**config.mk**
```make
export PLATFORM = sky130hd
export DESIGN_NAME = ram_port_arbiter
export DESIGN_NICKNAME = d
export VERILOG_FILES = /design/src/rtl/ram_port_arbiter.sv
export SDC_FILE = /design/constraint.sdc
export NUM_CORES = 1
export LEC_CHECK = 0
export ABC_AREA = 1
export CAP_MARGIN = 10
export CORE_ASPECT_RATIO = 0.7
export CORE_MARGIN = 4
export CORE_UTILIZATION = 39
export CTS_BUF_LIST = sky130_fd_sc_hd__clkbuf_8
export DETAILED_ROUTE_END_ITERATION = 10
export PLACE_DENSITY_LB_ADDON = 0.25
export SLEW_MARGIN = 20
export SYNTH_ARGS = -nofsm -noshare
export SYNTH_HDL_FRONTEND = slang
export SYNTH_SLANG_ARGS = --single-unit
```
**constraint.sdc**
```tcl
create_clock -name clk -period 6.2 [get_ports clk]
set_input_delay 1.55 -clock clk [delete_from_list [all_inputs] [get_ports clk]]
set_output_delay 1.55 -clock clk [all_outputs]
set_load 0.005 [all_outputs]
```
**src/rtl/ram_port_arbiter.sv**
```systemverilog
// ram_port_arbiter
// Shares one single-port data RAM between an instruction-refill master (M0,
// read bursts) and a load/store master (M1, single-beat reads or writes).
// Round-robin arbitration in IDLE. The winner keeps the RAM until its
// transaction has fully completed, including every outstanding read return.
// Burst beats step by DW/8 bytes and wrap modulo 2^AW.

module ram_port_arbiter #(
  parameter int AW = 32,
  parameter int DW = 32,
  parameter int LW = 2
) (
  input  logic            clk,
  input  logic            rst,

  // M0: instruction-cache line refill (read bursts only)
  input  logic            m0_req,
  input  logic [AW-1:0]   m0_addr,
  input  logic [LW-1:0]   m0_len,
  output logic            m0_done,
  output logic            m0_rvalid,
  output logic [DW-1:0]   m0_rdata,

  // M1: load/store unit (single-beat read or write)
  input  logic            m1_req,
  input  logic            m1_we,
  input  logic [AW-1:0]   m1_addr,
  input  logic [DW-1:0]   m1_wdata,
  input  logic [DW/8-1:0] m1_wstrb,
  output logic            m1_done,
  output logic            m1_rvalid,
  output logic [DW-1:0]   m1_rdata,

  // Single-port RAM
  output logic            ram_req,
  output logic            ram_we,
  output logic [AW-1:0]   ram_addr,
  output logic [DW-1:0]   ram_wdata,
  output logic [DW/8-1:0] ram_wstrb,
  input  logic            ram_rvalid,
  input  logic [DW-1:0]   ram_rdata
);

  // Byte stride between consecutive beats, expressed as a shift.
  localparam int BEAT_SHIFT = $clog2(DW / 8);

  typedef enum logic [1:0] {
    IDLE  = 2'd0,
    ISSUE = 2'd1,
    WAIT  = 2'd2
  } state_t;

  state_t          state;
  state_t          state_next;

  // Transaction context latched at grant time
  logic            owner;       // 0 = M0, 1 = M1
  logic            last_owner;  // owner of the most recently completed transaction
  logic [AW-1:0]   base;
  logic [LW-1:0]   len;         // beats minus 1
  logic            cur_we;

  // Issue and response progress within the current transaction
  logic [LW-1:0]   beat;
  logic [LW-1:0]   resp;

  // Decoded events
  logic            any_req;
  logic            grant;       // which master wins in IDLE
  logic            rsp_hit;     // a read return belonging to the current owner
  logic            last_issue;  // final beat of the burst is on the bus
  logic            rd_last;     // final read return of the burst
  logic            wr_done;     // the single write beat is on the bus
  logic [AW-1:0]   issue_addr;

  // Round-robin choice: a lone requester wins; on a tie the master that did
  // not own the previous transaction wins.
  always_comb begin
    grant = 1'b0;
    if (m0_req && m1_req) begin
      grant = ~last_owner;
    end else if (m1_req) begin
      grant = 1'b1;
    end
  end

  assign any_req    = m0_req | m1_req;

  // Returns are only meaningful while a read transaction owns the RAM; any
  // return seen in IDLE (for example a leftover from an aborted burst) is dropped.
  assign rsp_hit    = ram_rvalid && (state != IDLE) && !cur_we;
  assign last_issue = (state == ISSUE) && (beat == len);
  assign rd_last    = rsp_hit && (resp == len);
  assign wr_done    = (state == ISSUE) && cur_we;
  assign issue_addr = base + (AW'(beat) << BEAT_SHIFT);

  // State register
  always_ff @(posedge clk or posedge rst) begin
    // NOTE: every clocked assignment is non-blocking so all flops sample the
    // pre-edge values of each other, independent of process ordering.
    if (rst) begin
      state <= IDLE;
    end else begin
      state <= state_next;
    end
  end

  // Next-state logic
  always_comb begin
    // NOTE: default assignment first so no path through the case leaves
    // state_next unassigned, which would otherwise infer a latch.
    state_next = state;
    unique case (state)
      IDLE: begin
        if (any_req) begin
          state_next = ISSUE;
        end
      end
      ISSUE: begin
        if (wr_done) begin
          state_next = IDLE;
        end else if (last_issue) begin
          // A return that finishes the burst in the same cycle as the final
          // issue skips WAIT entirely.
          state_next = rd_last ? IDLE : WAIT;
        end
      end
      WAIT: begin
        if (rd_last) begin
          state_next = IDLE;
        end
      end
      default: state_next = IDLE;
    endcase
  end

  // Transaction context and beat/response counters
  always_ff @(posedge clk or posedge rst) begin
    if (rst) begin
      owner      <= 1'b0;
      last_owner <= 1'b1;
      base       <= '0;
      len        <= '0;
      cur_we     <= 1'b0;
      beat       <= '0;
      resp       <= '0;
    end else if (state == IDLE) begin
      if (any_req) begin
        owner  <= grant;
        base   <= grant ? m1_addr : m0_addr;
        // M1 is always a single beat, whether it reads or writes.
        len    <= grant ? '0 : m0_len;
        cur_we <= grant & m1_we;
        beat   <= '0;
        resp   <= '0;
      end
    end else begin
      if (state == ISSUE) begin
        beat <= beat + 1'b1;
      end
      // Returns can overlap the issue phase, so count them in either state.
      if (rsp_hit) begin
        resp <= resp + 1'b1;
      end
      if (wr_done || rd_last) begin
        last_owner <= owner;
      end
    end
  end

  // Output decode: RAM command, read-return routing, completion pulses
  always_comb begin
    ram_req   = 1'b0;
    ram_we    = 1'b0;
    ram_addr  = '0;
    ram_wdata = '0;
    ram_wstrb = '0;
    m0_rvalid = 1'b0;
    m0_rdata  = '0;
    m1_rvalid = 1'b0;
    m1_rdata  = '0;
    m0_done   = 1'b0;
    m1_done   = 1'b0;

    if (state == ISSUE) begin
      ram_req  = 1'b1;
      ram_addr = issue_addr;
      // Only M1 can write; M0 bursts always present a clean read command.
      if (owner && cur_we) begin
        ram_we    = 1'b1;
        ram_wdata = m1_wdata;
        ram_wstrb = m1_wstrb;
      end
    end

    if (rsp_hit) begin
      if (owner) begin
        m1_rvalid = 1'b1;
        m1_rdata  = ram_rdata;
      end else begin
        m0_rvalid = 1'b1;
        m0_rdata  = ram_rdata;
      end
    end

    m0_done = !owner && rd_last;
    m1_done = owner && (rd_last || wr_done);
  end

  // The RAM is only driven while issuing beats.
  a_req_only_in_issue: assert property (
    @(posedge clk) disable iff (rst) ram_req |-> (state == ISSUE)
  );

  // A read return goes to exactly one master.
  a_rvalid_exclusive: assert property (
    @(posedge clk) disable iff (rst) !(m0_rvalid && m1_rvalid)
  );

endmodule

```
=== Word-level counts from Yosys, hierarchy flattened ===
Index checks and enable logic that the tools add are counted.

* Add/subtract/negate cells: 3
* Bitwise gates (word level): 4
* Reduce and logical (&&, ||, !) cells: 21
* Equality and inequality tests: 7
* Mux-type cells: 31

{| class="wikitable"
|+ Operators by type and width
! kind !! number
|-
| 2-to-1 mux 32 bit || 8
|-
| adder 32 x 4 -> 32 bit || 1
|-
| 2-to-1 mux 2 bit || 11
|-
| logical AND 1 bit || 9
|-
| 2-to-1 mux 1 bit || 9
|-
| 2-to-1 mux 4 bit || 2
|-
| AND reduction 2 bit || 4
|-
| one-hot mux 2 bit (3 select lines) || 1
|-
| nonzero test 2 bit || 3
|-
| adder 2 x 1 -> 2 bit (second input constant) || 2
|-
| equality test 2 bit || 2
|-
| inequality test 2 bit (second input constant) || 2
|-
| inequality test 3 bit (second input constant) || 1
|-
| AND reduction 3 bit || 1
|-
| equality test 2 x 1 -> 1 bit (second input constant) || 1
|-
| equality test 2 bit (second input constant) || 1
|-
| zero test 1 bit || 2
|-
| zero test 2 bit || 1
|-
| NOT 1 bit || 2
|-
| AND 1 bit || 1
|-
| logical OR 1 bit || 1
|-
| bitwise OR 1 bit || 1
|}

* Input bits: 140
* Logic and storage cells: 74
* Flip-flop bits (word level): 43

=== Logic depth before layout (Yosys ltp) ===
Gate-level depths: netlist of the first run.

* Depth in word-level cells: 8
* Mapped depth: 10
* Mapped depth without buffers: 10

=== Least setup slack after synthesis of the first run ===
OpenSTA, ideal clock, no wires.

* Path type: input port to output port
* Start: input port ram_rvalid
* End: output port m0_rdata[30]
* Arrival: 2.235 ns
* Setup slack: 2.415 ns
* Stages on the path: 7
* Cells stage by stage: nand2_1 > nor2_4 > inv_2 > nor2_4 > inv_2 > buf_6 > nor2_1

* Word-level cells in the longest chain between the ends: 3

{| class="wikitable"
|+ Ends and longest elaborated chain
! what !! line !! source
|-
| start, declared || 40 || <nowiki>input logic ram_rvalid,</nowiki>
|-
| logical AND 1 bit (2 in series) || 91 || <nowiki>assign rsp_hit = ram_rvalid && (state != IDLE) && !cur_we;</nowiki>
|-
| 2-to-1 mux 32 bit || 196 || <nowiki>if (rsp_hit) begin</nowiki>
|-
| end, declared || 22 || <nowiki>output logic [DW-1:0] m0_rdata,</nowiki>
|}

Every way passes these cells.

=== Final worst setup path of the first run ===
* Start: input port ram_rvalid
* End: output port m0_rdata[5]

Same word-level chain as after synthesis.

==> metrics.cfg, run 1 <==
[power]
combPwrFrac_pct = 63.5
p_leak_nw = 3.02
max-vdd-ir-drop_mv = 0.175
swShare_pct = 45.8
power_frac_clock_pct = 8.4
internal_power_mw = 1.12
powerDensity_nw_per_um2 = 309
sequentialPowerShare_pct = 28.1
p_sw_uw = 949

[sta]
hold_viol = 0
setup_violations = 0
fmax_mhz = 200
min_period_ns = 5.00
rsz0062_at_grt = false
slew_headroom_pct = 46.9
drv_slew = 0
min_period_over_period_pct = 80.7
worstMarginPinSlew_ns = 0.795
clock_skew_ns = 0.00342
fin_setup_tns_ns = 0

[worst_setup_path]
rr_worst_depth = 7
arrival_ns = 3.45
reg2reg_slack_ns = 4.10
worst-setup-path-type = in2out
cp_data_required_time_ns = 4.65
cp-end-kind = output pin
r2r_start = state[1]
worstSetupStartpoint = ram_rvalid
endpoint = m0_rdata[5]
r2r_end = beat[0]
critPathMaxFanout = 32
startpoint_type = input pin

[finish]
num_antenna_cells = 0
fin_nets = 1054
areaGrowthSynthToFinish_pct = 75.5
final_layout_size_suffix_gt1_share_pct = 7.68
fillerInstances = 783
fin_cells = 1036
multi_input_area_um2 = 2110
register_area_um2 = 1080

[global_route]
grt_overflow = 0
grt_usage_pct = 27.8
grt_max_degree = 44
antenna_found_initial = 0
first_global_vias = 4805
grt_pass1_wl_um = 25700

[logic_synthesis]
synth_cells = 649
ys_types = 24
synth_ff_type = dfrtp_1
syn_avg_cell_area_um2 = 5.88
synth_top_area_cell = dfrtp_1
synth-seq-area-share_pct = 28.2
synth-seq-cells = 43
synth.net_count = 792
ys_warn_count = 0
syn_area_um2 = 3810
synth.area.top_cells = dfrtp_1 (28%), nor2_1 (17%), inv_1 (11%), nand2_1 (11%), o21ai_1 (5.6%)
yosysTopAreaCellShare_pct = 27.6
yosysMostFrequentCell = nor2_1
async_reset_ff_share_pct = 100
synth-edff-count = 0
synth_common_cells = nor2_1 (169), inv_1 (112), nand2_1 (108)

[die]
dieArea_um2 = 11500
ios = 278
initial_core_util_pct = 41.1
die_h_um = 90.8
rows = 29
fp.dieW_um = 126
core_um2 = 9290

[place]
dp_hpwl_um = 13700
io_buffers = 277
dp_cells = 1028
gp_congestion = 0.937

[clocking]
clkTransAtPathRegs_ns = 0.08
tritoncts = yes
htreeDepth = 2
clock_latency_ns = 0.29
cts_hold_buf = 0
cts_resized = 0
cts_setup_buffers = 0
cts_buffers = 5
clock-sinks = 43
cts_root_buffer = clkbuf_8
cts_buffer_depth = 2

[detailed_routing]
topRoutingLayerUsed = met4
vias_per_cell = 4.75
drtIter0Drc = 314
drc = 0
antenna_left = 0
drt-met1-wl_um = 7000
wl_met2_um = 7790
wl_per_cell_um = 15.9
num_vias = 4924
detail_route.first_pass.iterations = 5
met3_length_um = 1380
wl_um = 16500

[job]
drv_cap = 0

[worst_hold_path]
hold_class = reg2reg

[outcome]
status = completed

==> cells by family after synthesis <==
group / count (synthesis) / synth area share, %
adders and majority gates: 3 / 1.18
DFF: 43 / 28.2
xor gates and xnor gates: 7 / 1.61
and+or+nand+nor: 347 / 38.5
buffers and inverters: 151 / 16.4
AOI/OAI and AO/OA: 98 / 14.0
==> state kept, by name (all words and copies together) (netlist names) <==
register / cells
resp: 2
owner: 1
last_owner: 1
cur_we: 1
state: 2
base: 32
len: 2
beat: 2
==> metrics by stage <==
step	power, mW	worst slack (ns)	utilization, %	hold slack (ns)	area, um^2
floorplan	1.27	2.42	-	0.465	3810
global placement	1.85	1.28	71.2	0.482	6610
detailed placement	1.89	1.18	71.2	0.488	6610
CTS	2.07	1.17	72.1	0.498	6700
global route	2.24	1.09	72.1	0.510	6700
finish	2.07	1.20	72.1	0.497	6700
==> worst max-delay path, stage by stage <==
cell	delay (ns)
clkdlybuf4s50_1	0.46
nand2_1	0.09
nor2_4	0.15
inv_2	0.08
nor2_4	0.10
inv_2	0.29
nor2_2	0.19
clkdlybuf4s50_1	0.54
==> metal layers <==
layer  GRT usage, %  up-vias
met2           46.3      231
met5              0        -
met4           6.07        0
li1               -     2485
met3           6.09       27
met1           36.9     2181
==> power groups by stage <==
stage	logic [mW]	clock network (mW)	registers, mW
global placement	1.28	0	0.573
floorplan	0.743	0	0.529
finish	1.32	0.174	0.581
CTS	1.32	0.176	0.573
global route	1.45	0.190	0.599
detailed placement	1.31	0	0.578
==> placed cells by master (no fill, tap or decap) <==
cell	synthesis	final
clkdlybuf4s50_1	0	277
nor2_1	169	169
inv_1	112	113
nand2_1	108	108
o21ai_1	43	43
dfrtp_1	42	42
nor2_2	33	33
o22ai_1	24	24
nand3_1	24	24
a21oi_1	15	15
inv_2	14	14
o21ai_0	14	14
nand2_2	5	5
nor2_4	5	5
clkbuf_8	0	5
xor2_1	4	4
nor3_1	3	3
xnor2_1	3	3
buf_4	0	3
ha_1	2	2
a21oi_2	1	1
a21oi_4	1	1
fa_1	1	1
clkinv_2	0	1
clkinvlp_4	0	1
dfstp_2	1	1
==> worst min-delay path by stage <==
| stage | cells after the start | slack, ns | from | endpoint |
|---|---|---|---|---|
| floorplan | 2 | 0.47 | base[2] | base[2] |
| global placement | 2 | 0.48 | last_owner | last_owner |
| detailed placement | 2 | 0.49 | last_owner | last_owner |
| CTS | 2 | 0.50 | last_owner | last_owner |
| global route | 2 | 0.51 | last_owner | last_owner |
| finish | 2 | 0.50 | last_owner | last_owner |
==> area by class of cell <==
type,count,share of cell area (%)
clock buffers,5,1.03
clock inverters,3,0.243
inverters,126,7.06
multi-input cells,455,31.5
flip-flops and latches,43,16.1
well taps,124,2.32
repair buffers,280,41.7
Power figures use the tool's default switching activity.
==> run 2: changes to the inputs <==
--- a/config.mk
+++ b/config.mk
@@ -9,7 +9,7 @@
 export CAP_MARGIN = 10
 export CORE_ASPECT_RATIO = 0.7
 export CORE_MARGIN = 4
-export CORE_UTILIZATION = 39
+export CORE_UTILIZATION = 36
 export CTS_BUF_LIST = sky130_fd_sc_hd__clkbuf_8
 export DETAILED_ROUTE_END_ITERATION = 10
 export PLACE_DENSITY_LB_ADDON = 0.25
==> constraint.sdc (replaced) <==
create_clock -name clk -period 4.95 [get_ports clk]
set_input_delay 1.2375 -clock clk [delete_from_list [all_inputs] [get_ports clk]]
set_output_delay 1.2375 -clock clk [all_outputs]
set_load 0.005 [all_outputs]
==> run 2 against run 1 <==
Clock power is 36% higher. Flip-flop and latch count stayed put. Non-clock buffer count is 1 higher. Critical endpoint is now m0_rdata[30]. Largest cell class unchanged. Clock skew is 0.0014 ns higher. Critical path type unchanged. Sequential power is 24% higher. Die area is 7.7% higher. Total power is 25% higher. Core utilization is 7.2 points lower. Clock-buffer cell count is 1 higher. Critical path depth stayed put. Register-to-register slack worse by 1.2 ns.
==> metrics.cfg, run 2 (synthesis results as in run 1) <==
[power]
powerDensity_nw_per_um2 = 387  ; +25%
max-vdd-ir-drop_mv = 0.208  ; +19%
p_leak_nw = 3.02  ; about the same

[sta]
fin_setup_tns_ns = 0  ; unchanged
clock_skew_ns = 0.00481  ; +0.00138 ns
min_period_ns = 4.35
rsz0062_at_grt = false
worstMarginPinSlew_ns = 1.00  ; +0.209 ns
setup_violations = 0  ; unchanged
slew_headroom_pct = 32.9  ; -14 points
min_period_over_period_pct = 87.9
hold_viol = 0  ; unchanged
drv_slew = 0  ; unchanged
fmax_mhz = 230

[detailed_routing]
antenna_left = 0  ; unchanged
detail_route.first_pass.iterations = 5  ; unchanged
vias_per_cell = 4.64  ; -2.3%
wl_um = 16200  ; -1.6%
wl_per_cell_um = 15.5  ; -2.3%
drtIter0Drc = 291  ; -7.3%
num_vias = 4846  ; -1.6%
drc = 0  ; unchanged

[global_route]
first_global_vias = 4344  ; -9.6%
antenna_found_initial = 0  ; unchanged
grt_overflow = 0  ; unchanged
grt_pass1_wl_um = 23700  ; -7.7%
grt_max_degree = 44  ; unchanged
grt_usage_pct = 24.9  ; -2.9 points

[finish]
register_area_um2 = 1080  ; unchanged
fin_cells = 1044  ; +0.77%
areaGrowthSynthToFinish_pct = 76.1
post-route-util_pct = 64.9  ; -7.2 points
final_layout_size_suffix_gt1_share_pct = 7.79  ; +0.11 points
largest_register_ffs = 32  ; unchanged
fillerInstances = 951  ; +21%
multi_input_area_um2 = 2110  ; unchanged
final_common_cell = clkdlybuf4s50_1
top_register = base
num_antenna_cells = 0  ; unchanged
fin_nets = 1055  ; +0.095%
final_cell_mix = clkdlybuf4s50_1 (277), nor2_1 (169), inv_1 (111), nand2_1 (108), o21ai_1 (43)

[clocking]
cts_setup_buffers = 0  ; unchanged
cts_hold_buf = 0  ; unchanged
cts_resized = 0  ; unchanged
cts_root_buffer = clkbuf_8
cts_buffers = 5  ; unchanged
clock_latency_ns = 0.31  ; +0.02 ns
clkTransAtPathRegs_ns = 0.08  ; about the same
htreeDepth = 2  ; unchanged
cts_buffer_depth = 2  ; unchanged
clock-sinks = 43  ; unchanged
tritoncts = yes

[die]
dieArea_um2 = 12300  ; +7.7%
core_um2 = 10400  ; +11%
fp.dieW_um = 131  ; +3.8%
rows = 31  ; +6.9%
die_h_um = 94.1  ; +3.7%
ios = 278  ; unchanged
initial_core_util_pct = 36.8  ; -4.2 points

[worst_setup_path]
cp_data_required_time_ns = 3.71  ; -0.94 ns
critPathMaxFanout = 32  ; unchanged
worst-setup-path-type = in2out
cp-end-kind = output pin
arrival_ns = 3.11  ; -0.34 ns
startpoint_type = input pin

[place]
gp_congestion = 0.947  ; +1.1%
dp_cells = 1037  ; +0.88%
io_buffers = 277  ; unchanged
dp_hpwl_um = 13300  ; -2.8%

[worst_hold_path]
hold_class = reg2reg

[outcome]
status = completed

[job]
drv_cap = 0  ; unchanged

## run 2: changes by cell type in the layout (fill, tap and decap cells not counted), sizes merged
cell	previous run	this run
clkinvlp	1	0
buf	3	4
clkbuf	5	6
clkinv	1	2
inv	127	125
## run 2: final timing paths
kind	start	endpoint	slack, ns	cells after the start
worst max-delay path	ram_rvalid	m0_rdata[30]	0.60	8
worst min-delay path	last_owner	last_owner	0.51	2
worst max register to register	state[1]	base[13]	2.90	6
worst min register to register	last_owner	last_owner	0.51	2
max in group asynchronous	rst	base[18]	3.17	3
min in group asynchronous	rst	base[2]	1.37	3
## run 2: per-layer routing
layer | vias to the layer above | wire length [um] | GRT usage, %
li1 | 2488 | - | -
met1 | 2158 | 7390 | 34.8
met2 | 176 | 7090 | 36.7
met3 | 24 | 1390 | 8.24
met4 | 0 | 325 | 6.25
met5 | - | 0 | 0
## run 2: worst max-delay path, cell delays in order
cell and delay (ns):
clkdlybuf4s50_1 0.45, nand2_1 0.08, nor2_4 0.14, inv_2 0.07
nor2_4 0.09, inv_2 0.28, nor2_1 0.22, clkdlybuf4s50_1 0.54
## run 2: cell type report
cell class              count  share of cell area [%]
well taps                 132                    2.46
flip-flops and latches     43                    16.0
repair buffers            281                    41.7
clock buffers               6                    1.23
multi-input cells         455                    31.4
clock inverters             1                  0.0745
inverters                 126                    7.04
## run 2: stage by stage
stage / total power [mW] / hold slack [ns] / setup WS [ns] / area (um^2)
after detailed placement: 2.36 / 0.502 / 0.584 / 6630
after global placement: 2.34 / 0.492 / 0.657 / 6630
after CTS: 2.60 / 0.517 / 0.572 / 6720
final: 2.60 / 0.511 / 0.599 / 6720
after global routing: 2.83 / 0.535 / 0.450 / 6720
after floorplan: 1.59 / 0.465 / 1.79 / 3810
## run 2: power by group
group | leakage (nW) | internal, mW | switching (mW)
sequential | 0.524 | 0.532 | 0.191
combinational | 2.45 | 0.781 | 0.856
clock | 0.0470 | 0.110 | 0.126
==> run 3: changes to the inputs <==
--- a/config.mk
+++ b/config.mk
@@ -9,7 +9,7 @@
 export CAP_MARGIN = 10
 export CORE_ASPECT_RATIO = 0.7
 export CORE_MARGIN = 4
-export CORE_UTILIZATION = 36
+export CORE_UTILIZATION = 39
 export CTS_BUF_LIST = sky130_fd_sc_hd__clkbuf_8
 export DETAILED_ROUTE_END_ITERATION = 10
 export PLACE_DENSITY_LB_ADDON = 0.25
==> constraint.sdc (replaced) <==
create_clock -name clk -period 5.4 [get_ports clk]
set_input_delay 1.35 -clock clk [delete_from_list [all_inputs] [get_ports clk]]
set_output_delay 1.35 -clock clk [all_outputs]
set_load 0.005 [all_outputs]
==> run 3 against run 2 <==
Sequential share of layout area increased by 0.057 points. Clock-buffer cell count decreased by 1. Die area is 7.1% lower. Total power down 8.8%. Clock power fell by 17%. Global-route usage is 2.9 points higher. Cell area fell by 0.35%. Clock skew increased by 0.0012 ns. Hold slack got worse by 0.0061 ns. Setup slack improved by 0.19 ns.
==> metrics.cfg, run 3 (synthesis results as in run 1) <==
[sta]
clock_skew_ns = 0.00597  ; +0.00116 ns
min_period_ns = 4.62
hold_viol = 0  ; unchanged
slew_headroom_pct = 46.2  ; +13 points
fin_setup_tns_ns = 0  ; unchanged
rsz0062_at_grt = false
min_period_over_period_pct = 85.5
worstMarginPinSlew_ns = 0.806  ; -0.198 ns
setup_violations = 0  ; unchanged
drv_slew = 0  ; unchanged
worst_slack_ns = 0.785  ; +0.186 ns
fmax_mhz = 217

[global_route]
grt_busiest_layer = met2
grt_usage_pct = 27.7  ; +2.9 points
grt_pass1_wl_um = 25600  ; +8.1%
antenna_found_initial = 0  ; unchanged
first_global_vias = 4767  ; +9.7%
gr-usage-met1_pct = 37.1  ; +2.3 points
met2_usage_pct = 46.7  ; +10 points
grt_max_degree = 44  ; unchanged
grt_overflow = 0  ; unchanged
gr-usage-met3_pct = 6.32  ; -1.9 points

[worst_hold_path]
min_to = last_owner
hold_start = last_owner
hold_class = reg2reg
hold-path-cell-count = 2  ; unchanged

[worst_setup_path]
r2r_start = state[0]
worst-setup-path-type = in2out
cp_data_required_time_ns = 4.05  ; +0.34 ns
startpoint_type = input pin
arrival_ns = 3.27  ; +0.16 ns
cp-end-kind = output pin
rr_worst_depth = 7  ; +1
reg2reg_slack_ns = 3.29  ; +0.39 ns
critPathMaxFanout = 32  ; unchanged
worstSetupStartpoint = ram_rvalid
r2r_end = beat[0]

[clocking]
cts_hold_buf = 0  ; unchanged
cts_root_buffer = clkbuf_8
clkTransAtPathRegs_ns = 0.08  ; about the same
cts_buffers = 5  ; unchanged
clock-sinks = 43  ; unchanged
htreeDepth = 2  ; unchanged
cts_setup_buffers = 0  ; unchanged
tritoncts = yes
clock_latency_ns = 0.29  ; -0.02 ns
cts_resized = 0  ; unchanged
cts_buffer_depth = 2  ; unchanged

[outcome]
status = completed

[detailed_routing]
drtIter0Drc = 348  ; +20%
antenna_left = 0  ; unchanged
drc = 0  ; unchanged
detail_route.first_pass.iterations = 5  ; unchanged
num_vias = 4954  ; +2.2%
wl_per_cell_um = 15.9  ; +2.4%
wl_um = 16500  ; +1.6%
vias_per_cell = 4.78  ; +3.0%

[finish]
top_register = base
final_layout_size_suffix_gt1_share_pct = 7.57  ; -0.22 points
areaGrowthSynthToFinish_pct = 75.4
final_cell_mix = clkdlybuf4s50_1 (277), nor2_1 (169), inv_1 (114), nand2_1 (108), o21ai_1 (43)
fin_nets = 1054  ; -0.095%
final_area_um2 = 6690  ; -0.35%
num_antenna_cells = 0  ; unchanged
final_common_cell = clkdlybuf4s50_1
fin_cells = 1036  ; -0.77%
largest_register_ffs = 32  ; unchanged

[place]
dp_cells = 1028  ; -0.87%
placed_area_um2 = 6610  ; -0.26%
gp_congestion = 0.907  ; -4.3%
dp_hpwl_um = 13800  ; +3.7%
pre_cts_ws_ns = 0.774  ; +0.190 ns
io_buffers = 277  ; unchanged

[power]
powerDensity_nw_per_um2 = 354  ; -8.5%
max-vdd-ir-drop_mv = 0.198  ; -4.8%
p_leak_nw = 3.02  ; about the same
total_power_mw = 2.37  ; -8.8%

[die]
core_um2 = 9290  ; -10%
initial_core_util_pct = 41.1  ; +4.2 points
rows = 29  ; -6.5%
ios = 278  ; unchanged
die_h_um = 90.8  ; -3.6%
dieArea_um2 = 11500  ; -7.1%
fp.dieW_um = 126  ; -3.7%

[job]
drv_cap = 0  ; unchanged

==> run 3: worst max-delay path, cell delays in order <==
cell             delay [ns]
clkdlybuf4s50_1        0.46
nand2_1                0.08
nor2_4                 0.16
inv_2                  0.08
nor2_4                 0.09
inv_2                  0.29
nor2_2                 0.20
clkdlybuf4s50_1        0.55
==> run 3: worst max path at each step <==
| stage | to | cells after the start | slack, ns |
|---|---|---|---|
| after floorplan | m0_rdata[30] | 7 | 2.02 |
| after global placement | m0_rdata[0] | 8 | 0.87 |
| after detailed placement | m0_rdata[10] | 8 | 0.77 |
| after CTS | m0_rdata[10] | 8 | 0.76 |
| after global routing | m0_rdata[10] | 8 | 0.70 |
| final | m0_rdata[10] | 8 | 0.78 |
==> run 3: layer usage <==
metal  up-vias  routed length [um]
met5         -                   0
met4         0                 223
met3        24                1440
met2       230                7800
met1      2210                6990
li1       2490                   -
==> run 3: cell type report <==
type / instances / area [um^2]
clock buffers: 5 / 68.8
clock inverters: 3 / 12.5
fillers: 783 / 2600
inverters: 126 / 473
multi-input cells: 455 / 2110
flip-flops and latches: 43 / 1080
well taps: 124 / 155
repair buffers: 280 / 2800
==> run 3: power breakdown <==
group          switching [mW]  total (mW)  leakage (nW)  internal, mW
combinational           0.800        1.51          2.45         0.711
clock                   0.108       0.195        0.0505        0.0871
sequential              0.175       0.662         0.524         0.487
==> run 3: metrics by stage <==
step	util, %	hold WS [ns]
2_1_floorplan	-	0.465
3_3_place_gp	71.2	0.482
3_5_place_dp	71.2	0.492
4_1_cts	72.1	0.504
5_1_grt	72.1	0.518
6_report	72.1	0.505
